<file path="config.mk">
export PLATFORM = sky130hd
export DESIGN_NAME = instr_fetch_unit
export DESIGN_NICKNAME = d
export VERILOG_FILES = /design/src/rtl/instr_fetch_unit_pkg.sv /design/src/rtl/instr_fetch_unit_buffer.sv /design/src/rtl/instr_fetch_unit.sv
export SDC_FILE = /design/constraint.sdc
export NUM_CORES = 1
export LEC_CHECK = 0
export CAP_MARGIN = 20
export CORE_MARGIN = 3
export CORE_UTILIZATION = 52
export DETAILED_ROUTE_END_ITERATION = 8
export PLACE_DENSITY_LB_ADDON = 0.12
export SKIP_CTS_REPAIR_TIMING = 1
export SYNTH_ARGS = -nofsm -noshare
export SYNTH_HDL_FRONTEND = slang
export SYNTH_HIERARCHICAL = 1
export SYNTH_SLANG_ARGS = --single-unit
export TNS_END_PERCENT = 10
</file>
<file path="constraint.sdc">
create_clock -name CLK -period 5.5 [get_ports CLK]
set_input_delay 0.825 -clock CLK [delete_from_list [all_inputs] [get_ports CLK]]
set_output_delay 0.825 -clock CLK [all_outputs]
set_load 0.03 [all_outputs]
</file>
<file path="src/rtl/instr_fetch_unit_pkg.sv">
// Shared definitions for the instruction fetch unit: FSM encodings, datapath
// widths, and the prefetch buffer entry layout.
package instr_fetch_unit_pkg;

  localparam int INSTR_W = 32;
  localparam logic [INSTR_W-1:0] PC_INC      = 32'd4;
  localparam logic [INSTR_W-1:0] PC_READ_OFS = 32'd8;

  typedef enum logic [1:0] {
    IF_IDLE    = 2'd0,
    IF_WAIT    = 2'd1,
    IF_DISCARD = 2'd2
  } fetch_state_e;

  typedef struct packed {
    logic [INSTR_W-1:0] pc;
    logic [INSTR_W-1:0] instr;
  } fetch_entry_t;

  function automatic logic [INSTR_W-1:0] word_align(input logic [INSTR_W-1:0] addr);
    return addr & ~32'h3;
  endfunction

endpackage

</file>
<file path="src/rtl/instr_fetch_unit_buffer.sv">
// Prefetch FIFO holding {pc, instr} pairs; head is presented straight from
// storage so decode sees registered values.
module instr_fetch_unit_buffer
  import instr_fetch_unit_pkg::*;
#(
  parameter int DEPTH = 2,
  localparam int PTR_W = $clog2(DEPTH),
  localparam int CNT_W = PTR_W + 1
) (
  input  logic         clk_i,
  input  logic         rst_i,
  input  logic         push_i,
  input  fetch_entry_t push_entry_i,
  input  logic         pop_i,
  input  logic         flush_i,
  output fetch_entry_t head_o,
  output logic         full_o,
  output logic         empty_o
);

  fetch_entry_t     mem_q [DEPTH];
  logic [PTR_W-1:0] rd_ptr_q, rd_ptr_d;
  logic [PTR_W-1:0] wr_ptr_q, wr_ptr_d;
  logic [CNT_W-1:0] count_q, count_d;
  logic             do_pop;

  assign full_o  = (count_q == CNT_W'(DEPTH));
  assign empty_o = (count_q == '0);
  assign do_pop  = pop_i & ~empty_o;
  assign head_o  = mem_q[rd_ptr_q];

  always_comb begin
    rd_ptr_d = rd_ptr_q;
    wr_ptr_d = wr_ptr_q;
    count_d  = count_q;
    if (flush_i) begin
      rd_ptr_d = '0;
      wr_ptr_d = '0;
      count_d  = '0;
    end else begin
      if (push_i) wr_ptr_d = wr_ptr_q + PTR_W'(1);
      if (do_pop) rd_ptr_d = rd_ptr_q + PTR_W'(1);
      case ({push_i, do_pop})
        2'b10:   count_d = count_q + CNT_W'(1);
        2'b01:   count_d = count_q - CNT_W'(1);
        default: count_d = count_q;
      endcase
    end
  end

  always_ff @(posedge clk_i or posedge rst_i) begin
    if (rst_i) begin
      for (int i = 0; i < DEPTH; i++) mem_q[i] <= '0;
      rd_ptr_q <= '0;
      wr_ptr_q <= '0;
      count_q  <= '0;
    end else begin
      if (push_i && !flush_i) mem_q[wr_ptr_q] <= push_entry_i;
      rd_ptr_q <= rd_ptr_d;
      wr_ptr_q <= wr_ptr_d;
      count_q  <= count_d;
    end
  end

  // Issue is gated on free space, so a push can never meet a full buffer.
  a_no_push_full: assert property (@(posedge clk_i) disable iff (rst_i) !(push_i && full_o));

endmodule

</file>
<file path="src/rtl/instr_fetch_unit.sv">
// Instruction fetch unit: single-outstanding word fetch, prefetch buffer and
// redirect handling feeding the ControlUnit/Decoder with Instr/InstrPC/PCPlus8.
module instr_fetch_unit
  import instr_fetch_unit_pkg::*;
#(
  parameter int                 DEPTH    = 2,
  parameter logic [INSTR_W-1:0] RESET_PC = 32'h0000_0000
) (
  input  logic               CLK,
  input  logic               RESET,
  output logic               IMemReq,
  output logic [INSTR_W-1:0] IMemAddr,
  input  logic               IMemGnt,
  input  logic               IMemRValid,
  input  logic [INSTR_W-1:0] IMemRData,
  output logic               InstrValid,
  output logic [INSTR_W-1:0] Instr,
  output logic [INSTR_W-1:0] InstrPC,
  output logic [INSTR_W-1:0] PCPlus8,
  input  logic               InstrReady,
  input  logic               PCSrc,
  input  logic [INSTR_W-1:0] BranchTarget
);

  fetch_state_e       state_q, state_d;
  logic [INSTR_W-1:0] pc_q, pc_d;
  logic [INSTR_W-1:0] req_pc_q, req_pc_d;
  logic               push;
  fetch_entry_t       push_entry;
  fetch_entry_t       head;
  logic               buf_full;
  logic               buf_empty;

  assign IMemAddr   = pc_q;
  assign push_entry = '{pc: req_pc_q, instr: IMemRData};

  always_comb begin
    state_d  = state_q;
    pc_d     = pc_q;
    req_pc_d = req_pc_q;
    IMemReq  = 1'b0;
    push     = 1'b0;
    unique case (state_q)
      IF_IDLE: begin
        IMemReq = ~RESET & ~buf_full & ~PCSrc;
        if (IMemReq && IMemGnt) begin
          req_pc_d = pc_q;
          state_d  = IF_WAIT;
        end
      end
      IF_WAIT: begin
        if (PCSrc) begin
          state_d = IMemRValid ? IF_IDLE : IF_DISCARD;
        end else if (IMemRValid) begin
          push    = 1'b1;
          pc_d    = req_pc_q + PC_INC;
          state_d = IF_IDLE;
        end
      end
      IF_DISCARD: begin
        if (IMemRValid) state_d = IF_IDLE;
      end
      default: state_d = IF_IDLE;
    endcase
    // Redirect overrides any sequential PC update chosen above.
    if (PCSrc) pc_d = word_align(BranchTarget);
  end

  always_ff @(posedge CLK or posedge RESET) begin
    if (RESET) begin
      state_q  <= IF_IDLE;
      pc_q     <= RESET_PC;
      req_pc_q <= RESET_PC;
    end else begin
      state_q  <= state_d;
      pc_q     <= pc_d;
      req_pc_q <= req_pc_d;
    end
  end

  instr_fetch_unit_buffer #(
    .DEPTH (DEPTH)
  ) u_buffer (
    .clk_i        (CLK),
    .rst_i        (RESET),
    .push_i       (push),
    .push_entry_i (push_entry),
    .pop_i        (InstrReady),
    .flush_i      (PCSrc),
    .head_o       (head),
    .full_o       (buf_full),
    .empty_o      (buf_empty)
  );

  assign InstrValid = ~buf_empty;
  assign Instr      = head.instr;
  assign InstrPC    = head.pc;
  assign PCPlus8    = head.pc + PC_READ_OFS;

endmodule

</file>
==> impl_results.md, run 1 <==
* Syn avg cell area at 13.1 sq um
* Hold depth at 1
* Max clock buf depth at 2
* RSZ-0062 raised after global routing: no
* Multiplexer share of the synthesized area at 0.282
* VDD IR max at around 200 uV
* Clk sinks at 198
* Starting DRC count in detailed routing at 370
* Nets@finish at just over 1k
* F_max at 0.220 GHz
* Crit path capture type: output pin
* Max_slew headroom at 0.425
* GRT Util Overall at 0.226
* Clock Root Buffer: clkbuf_16
* Post-layout util at 0.683
* # fillers at about 1.3k
* EDFF count, synth at 0
* TritonRoute pass-1 iters at 4
* Commonest non-fill, non-tap cell in the layout: dfrtp_1
* Status: complete, no violations
* Most frequent cells in the layout: dfrtp_1 (197), clkdlybuf4s50_1 (196), mux2_2 (164), nand2_1 (66), mux2_4 (60)
* Die Y at approximately 140 um
* WL per Instance at 19.5 um
* Ant. Diodes at 0
* Via count at around 6.7k
* Detail Route Antenna Nets at 0
* R2R cell count at 7
* Main combinational cell family by area after synthesis: multiplexers
* Mean number of vias per cell at 5.63
* Num CTS Buffers at 17
* Clock-pin slew on the worst setup and hold paths at 70 ps
* Post-route worst setup slack at approximately 950 ps
* Fin area at ~0.012 sq mm
* Final wirelength at roughly 23 mm
* Distinct cells, synth at 47
* DRC Markers at 0
* Slew @ Worst Pin at 862 ps
* Register area share after synthesis at 0.503
* Clk_lat worst skew at 430 ps
* Net count after synthesis at 823
* Warnings from Yosys at 6
* Placed instance area at ~0.012 sq mm
* Gpl congestion at approximately 0.8
* Post-synthesis simple-gate area fraction at 0.0913
* Initial core utilization at 0.540
* HPWL Detailed at roughly 16 mm
* Synth Register Bits at 198
* Share of layout cells above drive strength 1 at 0.297
* Leakage at between 5 and 6 nW
* Worst-path cell with the longest stage delay: dfrtp_2
* Layout Skew at approximately 8.6 ps
* FP Rows at 49
* Synthesized instance count at about 750
* Grt total ovfl at 0
* Core ar. at 0.0183 sq mm
* Critical Path, Cell by Cell: buf_4, mux2_2, nand4_1, nor4_2, nand4_1, xnor2_1, clkdlybuf4s50_1
* Die Span X at 144 um
* Largest net degree at the start of global routing at 94
* Crit path DAT at between 3000 and 4000 ps
* Worst path depth at 7
* Pwr/cell area at ~370 mW/mm^2
* PortBufs at 197
* Initial antenna violation count at 0
* I/O pins at 200
* Final setup violation count at 0
* Hold Crit Class: flop to flop
* Vias in the first global route at between 7k and 8k
* Critical path buffers and inverters at 2
* Most frequent CP cell: nand4_1
* Max FO, Critical Path at 23
* Xor-xnor portion of the synthesized cell area at 0.0498
* Max-slew violations at 0
* Top FF cell, synth: dfrtp_1
* Die footprint at between 0.02 and 0.025 sq mm
* Synth async-reset ratio at 1.00
* Synth Area in Compound Gates at 0.0353
* Delay-heaviest family, CP: buffers and inverters
* Maxcap violations at 0
* Period utilization at 0.827
* Fraction of the mapped netlist area in adder cells at 0.00254
* Area growth from synthesis to layout at 26.5%
* Data required time of the critical path at 4680 ps
* Pre-CTS setup slack at 1380 ps
* First-pass GRT wire length at around 37 mm
* Minimum clock period at 4550 ps
* Cell Area, Synth at between 0.009 and 0.01 sq mm
* Setup tns final at 0 ps
* Max stage delay on crit path at 730 ps
* CTS tree: yes
* H-tree depth at 4
* Crit path kind: flop to output pin
* Worst Setup Start Kind: flop
* Final Hold Vio Count at 0
power breakdown:
part / internal (W) / switching (W) / total, W / leakage, nW
Combinational: 0.000707 / 0.000797 / 0.00150 / 2.72
Sequential: 0.00166 / 0.000224 / 0.00189 / 2.60
Clock: 0.000672 / 0.000566 / 0.00124 / 0.284
Total: 0.00304 / 0.00159 / 0.00463 / 5.61
metrics by stage:
step                power [W]  std cells  hold slack, ps
floorplan             0.00279        751             474
global placement      0.00337       1147             481
detailed placement    0.00342       1147             488
CTS                   0.00466       1179             505
global route          0.00484       1181             516
finish                0.00463       1181             506
routing by layer:
metal,track usage,wire [um],vias up
met5,0,0,-
met4,0.0624,305,0
met3,0.0486,1230,23
met2,0.362,11100,212
met1,0.315,10400,3358
li1,-,-,3061
cells in the mapped netlist, types with 2 or more instances:
| master | instances | area [sq um] |
|---|---|---|
| nand4_1 | 13 | 81.3 |
| o21ai_0 | 14 | 70.1 |
| nor3_1 | 3 | 15.0 |
| or2_2 | 2 | 12.5 |
| buf_2 | 7 | 35.0 |
| inv_1 | 7 | 26.3 |
| ha_1 | 2 | 25.0 |
| nand3_1 | 26 | 130 |
| clkbuf_1 | 10 | 37.5 |
| buf_4 | 3 | 22.5 |
| mux2i_1 | 3 | 30.0 |
| xor2_1 | 25 | 219 |
| dfrtp_1 | 198 | 4950 |
| nor3b_1 | 4 | 30.0 |
| o31ai_1 | 3 | 22.5 |
| mux2_4 | 60 | 901 |
| buf_1 | 2 | 7.51 |
| nor2_1 | 25 | 93.8 |
| nand3b_1 | 4 | 30.0 |
| buf_6 | 10 | 113 |
| nor4_1 | 2 | 12.5 |
| nor2b_1 | 3 | 18.8 |
| and4_1 | 6 | 52.6 |
| mux2_2 | 164 | 1850 |
| and3_1 | 4 | 25.0 |
| nand2_1 | 66 | 248 |
| o221ai_1 | 13 | 114 |
| buf_12 | 6 | 120 |
| o221ai_2 | 2 | 30.0 |
| a21oi_1 | 17 | 85.1 |
| xnor2_1 | 31 | 272 |
sequential cells by signal (all words and copies together) (netlist names):
signal,count
u_buffer/mem_q,128
IMemAddr,32
req_pc_q,32
state_q,2
u_buffer/count_q,2
u_buffer/rd_ptr_q,1
u_buffer/wr_ptr_q,1
kinds of logic after synthesis:
logic type,Yosys count
buf+inv,45
mux,227
simple gates,171
xor+xnor,56
compound gates,52
flops,198
fa+ha+maj,2
cell type report:
class                      count  area (sq um)  area share
sequential                   198          4960       0.397
multi-input combinational    508          4540       0.364
timing repair buffer         207          2070       0.166
clock buffer                  21           470      0.0377
tap                          229           287      0.0230
clock inverter                11           116     0.00933
inverter                       7          28.8     0.00231
path summary, 6_finish.rpt:
path,startpoint,slack [ps],to
setup / recovery,u_buffer/rd_ptr_q,950,PCPlus8[24]
hold / removal,u_buffer/mem_q[97],510,u_buffer/mem_q[97]
min in group asynchronous,RESET,800,u_buffer/count_q[0]
max in group asynchronous,RESET,3530,u_buffer/mem_q[125]
hold reg to reg,u_buffer/mem_q[97],510,u_buffer/mem_q[97]
setup reg to reg,state_q[1],2440,u_buffer/mem_q[14]
Power figures use the tool's default switching activity.
==> run 2, diff against run 1 <==
Settings changed: CORE_UTILIZATION 52 to 47.
Clock period 5.5 ns to 3.75 ns, I/O delays scaled along.
==> run 2 against run 1 <==
The run now ends with negative setup slack left. Cell count rose by 3.6%. Via count fell by 1.0%. Combinational power rose by 47%. Critical path depth did not move. Wire length rose by 1.1%. Clock skew rose by 8.3 ps.
==> impl_results.md, run 2 (synthesized netlist as in run 1, its figures left out) <==
* Status: complete, but fails checks
* Failing checks: negative setup slack
* Internal Pwr Total at ~0.0045 W
* Critical Path, Cell by Cell: mux2_2, and4_1, nand4_1, nor4_2, nand4_1, xnor2_1, buf_4
* DRC Markers at 0
* Max clock buf depth at 2
* RSZ-0062 raised after global routing: yes
* VDD IR max at 285 uV
* Clk_lat worst skew at 440 ps
* Met3 GRT Util at 0.0473
* Pwr/cell area at about 540 mW/mm^2
* Reg-to-reg slack, setup at 940 ps
* Delay-heaviest family, CP: simple AND/OR/NAND/NOR gates
* Period utilization at 1.01
* Core ar. at 0.0204 sq mm
* I/O pins at 200
* Die Span X at approximately 150 um
* Max FO, Critical Path at 23
* Die Y at 151 um
* Commonest non-fill, non-tap cell in the layout: dfrtp_1
* Final Hold Vio Count at 0
* Largest register FFs at ~130
* Crit path capture type: output pin
* Post-route worst setup slack at -20.7 ps
* Layout Cells excl Fill at about 1.2k
* Crit path kind: flop to output pin
* FP Rows at 52
* Clock network power share at 0.264
* Mean number of vias per cell at 5.39
* Worst Setup Start Kind: flop
* Grt total ovfl at 0
* Biggest register: u_buffer/mem_q
* R2R cell count at 7
* Slew @ Worst Pin at between 900 and 1000 ps
* GRT Util Overall at 0.209
* Max_slew headroom at 0.366
* Layout Skew at ~17 ps
* TritonRoute pass-1 iters at 4
* H-tree depth at 4
* Clk sinks at a little under 200
* Worst path depth at 7
* CTS tree: yes
* Via count at around 6.6k
* Most frequent CP cell: nand4_1
* Pre-CTS setup slack at 285 ps
* Ant. Diodes at 0
* Starting DRC count in detailed routing at 405
* Leakage at around 5.8 nW
* Initial antenna violation count at 1
* Critical path buffers and inverters at 1
* Hold depth at 1
* Comb power frac at 0.326
* Most frequent cells in the layout: dfrtp_1 (197), clkdlybuf4s50_1 (178), mux2_2 (164), nand2_1 (66), mux2_4 (60)
* Detail Route Antenna Nets at 0
* Max-slew violations at 0
* WL per Instance at approximately 19 um
* Gpl congestion at 0.827
* Final setup violation count at 1
* Clock Root Buffer: clkbuf_16
* WHS at around 500 ps
* Minimum clock period at approximately 3800 ps
* Nets@finish at approximately 1k
* Crit path DAT at 3210 ps
* Worst-path cell with the longest stage delay: nor4_2
* F_max at 0.265 GHz
* Maxcap violations at 0
* Power Total at 0.00674 W
* Hold Crit Class: flop to flop
* M1 GR Usage at 0.290
* Largest net degree at the start of global routing at between 60 and 70
* Vias in the first global route at between 7k and 8k
* PortBufs at between 150 and 200
* Switching share of power at 0.339
* Max stage delay on crit path at 650 ps
* HPWL Detailed at between 15 and 20 mm
* First-pass GRT wire length at 37.1 mm
* Data required time of the critical path at 3190 ps
* Area growth from synthesis to layout at 27.3%
* Num CTS Buffers at 17
* Seq pwr share at 0.410
* Die footprint at between 0.02 and 0.025 sq mm
* Final wirelength at ~23 mm
* Share of layout cells above drive strength 1 at 0.310
* Clock-pin slew on the worst setup and hold paths at roughly 70 ps
* DP Cell Count at ~1.2k
* # fillers at approximately 1.6k
* NetSw at around 0.0023 W
* Met2 Track Usage GR at 0.322
* Gr busiest metal: met2
* Initial core utilization at 0.482
[run 2: cell type report]
class | count | area, sq um | share of cell area
clock buffers | 19 | 443 | 0.0353
clock inverters | 11 | 128 | 0.0102
repair buffers | 210 | 2110 | 0.168
well taps | 270 | 338 | 0.0269
inverters | 7 | 30.0 | 0.00239
multi-input cells | 508 | 4550 | 0.362
flip-flops and latches | 198 | 4960 | 0.395
[run 2: per-stage QoR]
stage               utilization  TNS (ps)  instance area (sq um)
finish                    0.614     -20.7                  12600
global route              0.614     -1200                  12600
CTS                       0.613     -1180                  12500
detailed placement        0.585         0                  12000
global placement          0.585         0                  12000
floorplan                     -         0                   9860
[run 2: per-layer routing]
metal  vias to the layer above  wire length [um]
met1                      3302             10700
met3                        31              1310
li1                       3051                 -
met4                         2               445
met2                       200             10800
met5                         -                13
[run 2: final timing paths]
kind                                startpoint                   to
max reg2reg                         state_q[1]   u_buffer/mem_q[68]
min in group asynchronous                RESET         IMemAddr[28]
min                        u_buffer/mem_q[127]  u_buffer/mem_q[127]
max                          u_buffer/rd_ptr_q          PCPlus8[24]
max in group asynchronous                RESET    u_buffer/rd_ptr_q
min reg2reg                u_buffer/mem_q[127]  u_buffer/mem_q[127]
[run 2: power by group through the flow]
| stage | clock network [W] | registers [W] | logic [W] |
|---|---|---|---|
| floorplan | 0 | 0.00275 | 0.00134 |
| CTS | 0.00183 | 0.00276 | 0.00223 |
| detailed placement | 0 | 0.00280 | 0.00221 |
| global placement | 0 | 0.00277 | 0.00219 |
| finish | 0.00178 | 0.00277 | 0.00220 |
| global route | 0.00192 | 0.00281 | 0.00233 |
==> run 3, diff against run 2 <==
Settings changed: CELL_PAD_IN_SITES_DETAIL_PLACEMENT from default to 0, CELL_PAD_IN_SITES_GLOBAL_PLACEMENT from default to 2, CORE_UTILIZATION 47 to 32.
==> run 3 against run 2 <==
The flow now finishes without violations. Global-route usage down 5.3 points. Clock power about the same. Register-to-register slack better by 300 ps. Critical path depth unchanged. Clock skew down 4.1 ps. Total power about the same. Sequential power about the same. Largest cell class unchanged. Highest routed layer is now met4.
==> impl_results.md, run 3 (synthesized netlist as in run 1, its figures left out) <==
* Critical Path, Cell by Cell: clkbuf_8, mux2_2, nand4_1, nor3_1, buf_4, xor2_1, clkdlybuf4s50_1
* Core ar. at roughly 0.030 sq mm
* Maxcap violations at 0
* Max FO, Critical Path at 41
* Worst-path cell with the longest stage delay: clkdlybuf4s50_1
* Largest net degree at the start of global routing at 43
* WHS at a little over 500 ps
* Period utilization at 0.984
* Data required time of the critical path at ~3200 ps
* Status: complete, no violations
* Max stage delay on crit path at 680 ps
* Max clock buf depth at 2
* Critical R2R Launch: state_q[1]
* Crit path DAT at roughly 3100 ps
* Ant. Diodes at 0
* Grt total ovfl at 0
* Fin area at around 0.013 sq mm
* Initial core utilization at 0.328
* Hold_sp: u_buffer/mem_q[127]
* Clock-pin slew on the worst setup and hold paths at approximately 70 ps
* Crit path capture type: output pin
* M1 GR Usage at 0.235
* Reg-to-reg slack, setup at between 1000 and 1500 ps
* Largest register FFs at 128
* Final Hold Vio Count at 0
* Setup tns final at 0 ps
* Most frequent cells in the layout: dfrtp_1 (197), clkdlybuf4s50_1 (176), mux2_2 (164), nand2_1 (66), mux2_4 (60)
* Die footprint at 0.0329 sq mm
* Starting DRC count in detailed routing at 273
* Vias in the first global route at roughly 6.8k
* Pwr/cell area at ~530 mW/mm^2
* Max-slew violations at 0
* Max_slew headroom at 0.396
* Clk_lat worst skew at 430 ps
* F_max at approximately 0.27 GHz
* Layout Skew at 12.8 ps
* TritonRoute pass-1 iters at 4
* VDD IR max at 299 uV
* CTS tree: yes
* Slew @ Worst Pin at about 900 ps
* Die Span X at ~180 um
* RSZ-0062 raised after global routing: yes
* Worst Setup Start Kind: flop
* # fillers at 2,863
* Critical path buffers and inverters at 3
* Hold Crit Class: flop to flop
* FP Rows at 63
* R2R cell count at 7
* Met2 Track Usage GR at 0.235
* Post-layout util at 0.425
* Share of layout cells above drive strength 1 at 0.313
* Clock Root Buffer: clkbuf_16
* Detail Route Antenna Nets at 0
* H-tree depth at 4
* Mean number of vias per cell at roughly 4.8
* WL per Instance at 18.9 um
* Minimum clock period at between 3000 and 4000 ps
* Final wirelength at between 20 and 30 mm
* Area growth from synthesis to layout at 29.5%
* Crit path kind: flop to output pin
* Commonest non-fill, non-tap cell in the layout: dfrtp_1
* Gr busiest metal: met1
* Die Y at between 150 and 200 um
* Final setup violation count at 0
* Delay-heaviest family, CP: buffers and inverters
* Placed instance area at between 0.01 and 0.015 sq mm
* Gpl congestion at around 0.72
* HPWL Detailed at around 18 mm
* Hold depth at 1
* Met3 GRT Util at 0.0284
* Initial antenna violation count at 0
* Clk sinks at slightly below 200
* Worst Hold End: u_buffer/mem_q[127]
* I/O pins at 200
* Num CTS Buffers at 17
* PortBufs at 197
* Leakage at ~5.8 nW
* Nets@finish at 1,020
* GRT Util Overall at 0.156
* Via count at ~6.5k
* Biggest register: u_buffer/mem_q
* DRC Markers at 0
* Reg2Reg Capture Point: u_buffer/mem_q[110]
* First-pass GRT wire length at 40.6 mm
-- run 3: changes by cell type in the layout (fill, tap and decap cells not counted), sizes merged --
cell,before,now
dlymetal6s2s,8,10
clkinv,5,2
bufinv,2,0
clkinvlp,4,3
clkbuf,19,23
clkdlybuf4s50,178,176
buf,24,29
inv,7,12
-- run 3: worst max path at each step --
stage	startpoint	to	slack [ps]	depth (start not counted)
after floorplan	u_buffer/rd_ptr_q	PCPlus8[24]	640	8
after global placement	u_buffer/rd_ptr_q	PCPlus8[21]	200	7
after detailed placement	u_buffer/rd_ptr_q	PCPlus8[21]	200	7
after CTS	u_buffer/rd_ptr_q	PCPlus8[21]	-270	7
after global routing	u_buffer/rd_ptr_q	PCPlus8[21]	-180	7
final	u_buffer/rd_ptr_q	PCPlus8[21]	60	7
-- run 3: power by group --
part           internal [W]  leakage (nW)  switching [W]
sequential          0.00244          2.60       0.000331
combinational       0.00102          2.95        0.00118
clock              0.000906         0.265       0.000864
-- run 3: final cells by class --
type	instances	area (sq um)	share of cell area
clock buffer	22	464	0.0364
clock inverter	10	87.6	0.00686
tap	390	488	0.0382
timing repair buffer	216	2190	0.172
inverter	7	30.0	0.00235
sequential	198	4960	0.389
multi-input combinational	508	4540	0.356
-- run 3: per-layer routing --
metal | share of wire | wire length [um] | vias to the layer above
met5 | 0 | 0 | -
met4 | 0.0078 | 199 | 0
met3 | 0.044 | 1130 | 12
met2 | 0.44 | 11300 | 155
met1 | 0.51 | 12900 | 3210
li1 | - | - | 3076
-- run 3: stage by stage --
stage	worst slack, ps	power, W	cells
finish	61.5	0.00675	1351
global route	-181	0.00709	1351
CTS	-271	0.00686	1351
detailed placement	196	0.00505	1319
global placement	201	0.00504	1319
floorplan	638	0.00409	751
